**config.mk**
```make
export PLATFORM = sky130hd
export DESIGN_NAME = map_ram
export DESIGN_NICKNAME = d
export VERILOG_FILES = /design/src/rtl/map_pkg.sv /design/src/rtl/map_init_seq.sv /design/src/rtl/map_ram.sv
export SDC_FILE = /design/constraint.sdc
export NUM_CORES = 1
export LEC_CHECK = 0
export ABC_AREA = 0
export CORE_ASPECT_RATIO = 1.2
export CORE_UTILIZATION = 35
export CTS_CLUSTER_SIZE = 16
export DETAILED_ROUTE_END_ITERATION = 8
export GPL_TIMING_DRIVEN = 0
export PLACE_DENSITY_LB_ADDON = 0.3
export SYNTH_ARGS = -nofsm -noshare
export SYNTH_HDL_FRONTEND = slang
export SYNTH_HIERARCHICAL = 1
export SYNTH_SLANG_ARGS = --single-unit
```
**constraint.sdc**
```tcl
create_clock -name clk -period 3.75 [get_ports clk]
set_input_delay 1.125 -clock clk [delete_from_list [all_inputs] [get_ports clk]]
set_output_delay 1.125 -clock clk [all_outputs]
set_load 0.01 [all_outputs]
```
**src/rtl/map_pkg.sv**
```systemverilog
// -----------------------------------------------------------------------------
// map_pkg
// Shared definitions for the writable map store:
//   - default grid geometry and cell codes
//   - init sequencer state type
//   - is_edge() helper used to classify outer-wall cells
// -----------------------------------------------------------------------------
package map_pkg;

    localparam int         DEF_COLBITS    = 4;
    localparam int         DEF_ROWBITS    = 4;
    localparam int         DEF_BITS       = 2;
    localparam logic [1:0] DEF_BORDER_VAL = 2'b11;
    localparam logic [1:0] DEF_FILL_VAL   = 2'b00;

    typedef enum logic {
        INIT,
        IDLE
    } map_state_t;

    // True when (row, col) lies on the outer edge of a max_row x max_col grid.
    function automatic logic is_edge(input int row, input int col,
                                     input int max_row, input int max_col);
        return (row == 0) || (row == max_row) || (col == 0) || (col == max_col);
    endfunction

endpackage

```
**src/rtl/map_init_seq.sv**
```systemverilog
// -----------------------------------------------------------------------------
// map_init_seq
// Init sweep sequencer: walks every stored cell once after reset or after a
// clear_req seen in IDLE, emitting one write per cycle.
//
// Ports:
//   clk, reset     system clock, synchronous active-high reset
//   clear_req      restart the sweep (ignored while a sweep is running)
//   init_busy      registered, high for the whole sweep
//   init_we        write strobe for the sweep write
//   init_addr      linear address of the cell being written
//   init_data      code for that cell (wall on edges unless HARD_BORDER)
// -----------------------------------------------------------------------------
module map_init_seq
    import map_pkg::*;
#(
    parameter int              COLBITS     = DEF_COLBITS,
    parameter int              ROWBITS     = DEF_ROWBITS,
    parameter int              BITS        = DEF_BITS,
    parameter int              DEPTH       = 1 << (COLBITS + ROWBITS),
    parameter bit              HARD_BORDER = 1'b0,
    parameter logic [BITS-1:0] BORDER_VAL  = DEF_BORDER_VAL,
    parameter logic [BITS-1:0] FILL_VAL    = DEF_FILL_VAL
) (
    input  logic                       clk,
    input  logic                       reset,
    input  logic                       clear_req,
    output logic                       init_busy,
    output logic                       init_we,
    output logic [COLBITS+ROWBITS-1:0] init_addr,
    output logic [BITS-1:0]            init_data
);

    localparam int AW = COLBITS + ROWBITS;
    // One spare bit so the terminal compare can never alias a wrapped count.
    localparam int CW = AW + 1;
    localparam logic [CW-1:0] LAST = CW'(DEPTH - 1);

    map_state_t     state;
    logic [CW-1:0]  cnt;

    // NOTE: sequential state is updated with non-blocking assignments only, so
    // every flop samples the pre-edge values regardless of statement order.
    always_ff @(posedge clk) begin
        if (reset) begin
            state     <= INIT;
            cnt       <= '0;
            init_busy <= 1'b1;
        end else begin
            case (state)
                INIT: begin
                    if (cnt == LAST) begin
                        state     <= IDLE;
                        cnt       <= '0;
                        init_busy <= 1'b0;
                    end else begin
                        cnt <= cnt + 1'b1;
                    end
                end
                IDLE: begin
                    if (clear_req) begin
                        state     <= INIT;
                        cnt       <= '0;
                        init_busy <= 1'b1;
                    end
                end
            endcase
        end
    end

    assign init_we   = (state == INIT);
    assign init_addr = cnt[AW-1:0];

    // With a hard border only the interior is stored, so every swept cell is
    // interior; otherwise the counter is {row, col} and edges get the wall code.
    assign init_data = (!HARD_BORDER &&
                        is_edge(int'(cnt[AW-1:COLBITS]), int'(cnt[COLBITS-1:0]),
                                (1 << ROWBITS) - 1, (1 << COLBITS) - 1))
                       ? BORDER_VAL : FILL_VAL;

endmodule

```
**src/rtl/map_ram.sv**
```systemverilog
// -----------------------------------------------------------------------------
// map_ram
// Writable 2^COLBITS x 2^ROWBITS map of BITS-wide cell codes with a registered
// read port (tracer side) and a write port (host side). An internal sweep
// fills the grid with an outer-wall box on reset or on clear_req.
//
// Optional build macro: MAP_HARD_BORDER_EN
//   defined   - only interior cells are stored; edge reads return BORDER_VAL,
//               edge writes are dropped, the sweep covers the interior only.
//   undefined - the full grid is stored and every cell is writable.
//
// Ports:
//   clk, reset                 system clock, synchronous active-high reset
//   clear_req                  re-run the init sweep (honoured only when idle)
//   init_busy                  high while the sweep runs
//   rd_req, rd_col, rd_row     read request and cell coordinates
//   rd_valid, rd_val           1-cycle pulse and registered data (latency 1)
//   wr_en, wr_col, wr_row,
//   wr_val                     host write strobe, coordinates and data
//   wr_ready                   writes accepted (= ~init_busy)
// -----------------------------------------------------------------------------
module map_ram
    import map_pkg::*;
#(
    parameter int              COLBITS    = DEF_COLBITS,
    parameter int              ROWBITS    = DEF_ROWBITS,
    parameter int              BITS       = DEF_BITS,
    parameter logic [BITS-1:0] BORDER_VAL = DEF_BORDER_VAL,
    parameter logic [BITS-1:0] FILL_VAL   = DEF_FILL_VAL
) (
    input  logic               clk,
    input  logic               reset,
    input  logic               clear_req,
    output logic               init_busy,
    input  logic               rd_req,
    input  logic [COLBITS-1:0] rd_col,
    input  logic [ROWBITS-1:0] rd_row,
    output logic               rd_valid,
    output logic [BITS-1:0]    rd_val,
    input  logic               wr_en,
    input  logic [COLBITS-1:0] wr_col,
    input  logic [ROWBITS-1:0] wr_row,
    input  logic [BITS-1:0]    wr_val,
    output logic               wr_ready
);

    localparam int AW      = COLBITS + ROWBITS;
    localparam int MAX_COL = (1 << COLBITS) - 1;
    localparam int MAX_ROW = (1 << ROWBITS) - 1;
    localparam int SCOLS   = (1 << COLBITS) - 2;   // stored columns, hard border
`ifdef MAP_HARD_BORDER_EN
    localparam bit HARD    = 1'b1;
    localparam int DEPTH   = ((1 << COLBITS) - 2) * ((1 << ROWBITS) - 2);
`else
    localparam bit HARD    = 1'b0;
    localparam int DEPTH   = 1 << AW;
`endif

    // Grid coordinates to storage index. With a hard border the interior is
    // packed row-major after shifting both axes down by one.
    function automatic logic [AW-1:0] cell_addr(input logic [ROWBITS-1:0] r,
                                                input logic [COLBITS-1:0] c);
        logic [AW-1:0] r_i;
        logic [AW-1:0] c_i;
        if (!HARD) return {r, c};
        r_i = AW'(r) - AW'(1);
        c_i = AW'(c) - AW'(1);
        return (r_i * AW'(SCOLS)) + c_i;
    endfunction

    logic [BITS-1:0] mem [DEPTH];

    logic            init_we;
    logic [AW-1:0]   init_addr;
    logic [BITS-1:0] init_data;

    map_init_seq #(
        .COLBITS     (COLBITS),
        .ROWBITS     (ROWBITS),
        .BITS        (BITS),
        .DEPTH       (DEPTH),
        .HARD_BORDER (HARD),
        .BORDER_VAL  (BORDER_VAL),
        .FILL_VAL    (FILL_VAL)
    ) u_init_seq (
        .clk       (clk),
        .reset     (reset),
        .clear_req (clear_req),
        .init_busy (init_busy),
        .init_we   (init_we),
        .init_addr (init_addr),
        .init_data (init_data)
    );

    logic [AW-1:0] rd_addr;
    logic [AW-1:0] wr_addr;
    logic          rd_edge;
    logic          wr_edge;
    logic          host_we;
    logic          rd_accept;

    assign wr_ready  = ~init_busy;
    assign rd_addr   = cell_addr(rd_row, rd_col);
    assign wr_addr   = cell_addr(wr_row, wr_col);
    assign rd_edge   = HARD && is_edge(int'(rd_row), int'(rd_col), MAX_ROW, MAX_COL);
    assign wr_edge   = HARD && is_edge(int'(wr_row), int'(wr_col), MAX_ROW, MAX_COL);
    assign host_we   = wr_en && wr_ready && !wr_edge;
    assign rd_accept = rd_req && !init_busy;

    // The sweep owns the array while busy; host writes are already gated off
    // by wr_ready then, so the mux never drops a committed host write.
    logic            mem_we;
    logic [AW-1:0]   mem_addr;
    logic [BITS-1:0] mem_data;

    assign mem_we   = init_we || host_we;
    assign mem_addr = init_we ? init_addr : wr_addr;
    assign mem_data = init_we ? init_data : wr_val;

    // NOTE: the array has no reset; the init sweep defines every stored cell
    // before the first read can be accepted, so it maps onto plain RAM.
    always_ff @(posedge clk) begin
        if (mem_we) begin
            mem[mem_addr] <= mem_data;
        end
    end

    always_ff @(posedge clk) begin
        if (reset) begin
            rd_valid <= 1'b0;
            rd_val   <= '0;
        end else begin
            rd_valid <= rd_accept;
            if (rd_accept) begin
                if (rd_edge) begin
                    rd_val <= BORDER_VAL;
                end else if (host_we && (wr_addr == rd_addr)) begin
                    rd_val <= wr_val;      // write-first on a same-cell collision
                end else begin
                    rd_val <= mem[rd_addr];
                end
            end
        end
    end

endmodule

```
==> flow_summary.yaml <==
global_routing:
  grt_pass1_vias: 13090
  busiest_layer: "met2"
  grtUsageTotal: 0.1951
  grt_pass1_wl_um: 89270
  grt-ovfl-total: 0
  grt_max_degree: 157
  grt.met2_usage: 0.3324
  grt_antenna_before_repair: 0
  grtUsageMet3: 0.02817
  grt_use_met1: 0.2473
route:
  routed-via-count: 12870
  drc_errors: 0
  first_iter_violations: 1298
  vias_per_cell: 5.599
  drtPass1Iterations: 7
  routed_wl_um: 62280
  ant_nets: 0
  wl_per_cell_um: 27.09
timing:
  worst_pin_slew_ns: 1.364
  min_period_ns: 3.731
  finalSetupViolations: 0
  finalCritPeriodShare: 0.9948
  hold_viol_final: 0
  fmax_mhz: 268.1
  rsz0062_at_grt: "true"
  relSlewSlack: 0.09071
  skew_ns: 0.02749
  drv_slew: 0
critical_path:
  crit_buf_inv: 3
  start_kind: "primary input"
  critical_path.slowest_cell: "o32ai_2"
  cp_max_fo: 10
  crit_family: "buffers and inverters"
  crit_arrival_ns: 4.01
  critPathKind: "primary input to flop"
  required_ns: 4.03
  crit_chain: "clkdlybuf4s50_1, inv_1, o32ai_2, nand3_1, clkbuf_1, nor2_1"
  crit_path_max_incr_delay_ns: 0.70
  cp-end-kind: "flop"
outcome:
  status: "finished clean"
clock_network:
  cts_tree: "done"
  cts_root_buffer: "clkbuf_16"
  cts_sinks: 526
  cts_buffer_depth: 3
  htreeDepth: 2
  clkTransAtPathRegs_ns: 0.06
  post_cts_buffers: 0
  ctsHoldBuffers: 0
  clock_latency_ns: 0.59
  cts_buffers: 52
logic_synthesis:
  synth_edf_count: 512
  synth_ff_type: "edfxtp_1"
  syn_area_per_cell_um2: 16.24
  ys_ff_latch: 526
  synthArstFlopShare: 0
  ys_types: 53
  ys_warn_count: 6
  synthesis.instances: 1365
  synth_nets: 1390
  seq_area_frac_synth: 0.7063
  syn_area_mm2: 0.02217
finish:
  layout-drive-gt1-share: 0.1821
  flow.area_growth_from_synthesis_pct: 14.28
  design_area_mm2: 0.02533
  num-nets-final: 1466
  n_antenna_cell: 0
  utilization: 0.4065
job:
  drv_cap: 0
floorplanning:
  core_mm2: 0.06231
  die_y_um: 277.7
  io_pins: 28
  die-area_mm2: 0.06434
  rows: 100
  initial_utilization: 0.3557
  die_x_um: 231.7
placement:
  io_buffers: 21
  gp_congestion: 0.8913
  hpwl_um: 41100
  placed_cell_area_mm2: 0.02348
worst_hold_path:
  hold_class: "flop to flop"
power:
  pwr_density_cell_mw_per_mm2: 486.7
  p_leak_nw: 7.562
  ir_drop_mv: 0.4171
[kinds of logic (layout without fill, tap and decap cells)]
group	count (synthesis)	count (layout)	share of synthesized area
compound gates	115	115	0.03771
xor+xnor	9	9	0.003557
flops	526	526	0.7063
simple gates	434	434	0.08360
mux	161	161	0.1395
fa+ha+maj	2	2	0.001129
buf+inv	118	236	0.02817
[tightest hold or removal path, delay by kind of cell, from the launching register on]
kind / cells / cell delay, ns
flip-flops: 1 / 0.33
AND/OR/NAND/NOR: 1 / 0.05
AO/OA/AOI/OAI: 1 / 0.07
[final timing paths]
path                                startpoint                                 to  slack (ns)  cells past startpoint
max                                  wr_col[0]              mem[107][1]$_DFFE_PP_        0.02                      6
min          u_init_seq/init_busy$_SDFFE_PP1P_  u_init_seq/init_busy$_SDFFE_PP1P_        0.50                      2
max reg2reg        u_init_seq/state$_SDFF_PP0_              mem[107][1]$_DFFE_PP_        0.10                      8
min reg2reg  u_init_seq/init_busy$_SDFFE_PP1P_  u_init_seq/init_busy$_SDFFE_PP1P_        0.50                      2
[metal layers]
metal	wire length (µm)	vias up
li1	-	5467
met1	24130	6705
met2	31120	583
met3	4205	117
met4	2825	0
met5	0	-
[cell usage in the layout (no fill, tap or decap), types with 18 or more instances in the layout]
| cell type | count |
|---|---|
| edfxtp_1 | 512 |
| nor2_1 | 269 |
| mux4_2 | 110 |
| nand2_1 | 65 |
| clkbuf_16 | 54 |
| clkbuf_1 | 40 |
| mux2i_1 | 39 |
| nand3_1 | 37 |
| buf_4 | 22 |
| clkdlybuf4s50_1 | 21 |
| a22oi_1 | 20 |
| a21oi_1 | 19 |
| inv_1 | 18 |
[layout make-up]
class	count	area, µm²
flip-flops and latches	526	15660
inverters	18	67.56
clock inverters	35	360.3
clock buffers	61	1378
fillers	5762	36980
multi-input cells	721	5991
well taps	816	1021
repair buffers	23	265.3
plain buffers	99	591.8
[power by group]
group,total (W),switching (W),internal (W)
registers,0.00636,0.00000505,0.00635
clock network,0.00536,0.00225,0.00311
logic,0.000611,0.000380,0.000231
total,0.0123,0.00264,0.00969
[per-stage QoR]
stage               total power (W)  std cells  setup TNS, ns  hold WS [ns]  setup slack (ns)
floorplan                  0.006843       1365              0        0.4691            0.2502
global placement           0.007079       2202       -1407.81        0.4860            -2.255
detailed placement         0.007081       2204        -279.67        0.4862            -1.325
CTS                         0.01237       2300         -32.82        0.4944           -0.3075
global route                0.01261       2299       -0.02992        0.5263          -0.01269
finish                      0.01233       2299              0        0.4958           0.01935
[cells in the mapped netlist (all sizes together) (13+ instances only)]
cell type	number	area, µm²
edfxtp	512	15370
nor2	270	1013
mux4	116	2635
nand2	65	244.0
clkbuf	52	196.4
buf	48	360.3
mux2i	39	390.4
nand3	37	185.2
a22oi	20	150.1
a21oi	19	95.09
inv	18	67.56
o32ai	16	140.1
dfxtp	14	280.3
nor2b	13	81.33
[sequential cells by signal (all words and copies together), names as in the netlist]
name	count
u_init_seq/state	1
mem	512
u_init_seq/cnt	9
rd_valid	1
u_init_seq/init_busy	1
rd_val	2
[timing repair]
item	4_1_cts	5_1_grt
endpoints found under the setup margin	304	273
gates cloned	0	0
resized for setup	25	39
Power figures use the tool's default switching activity.
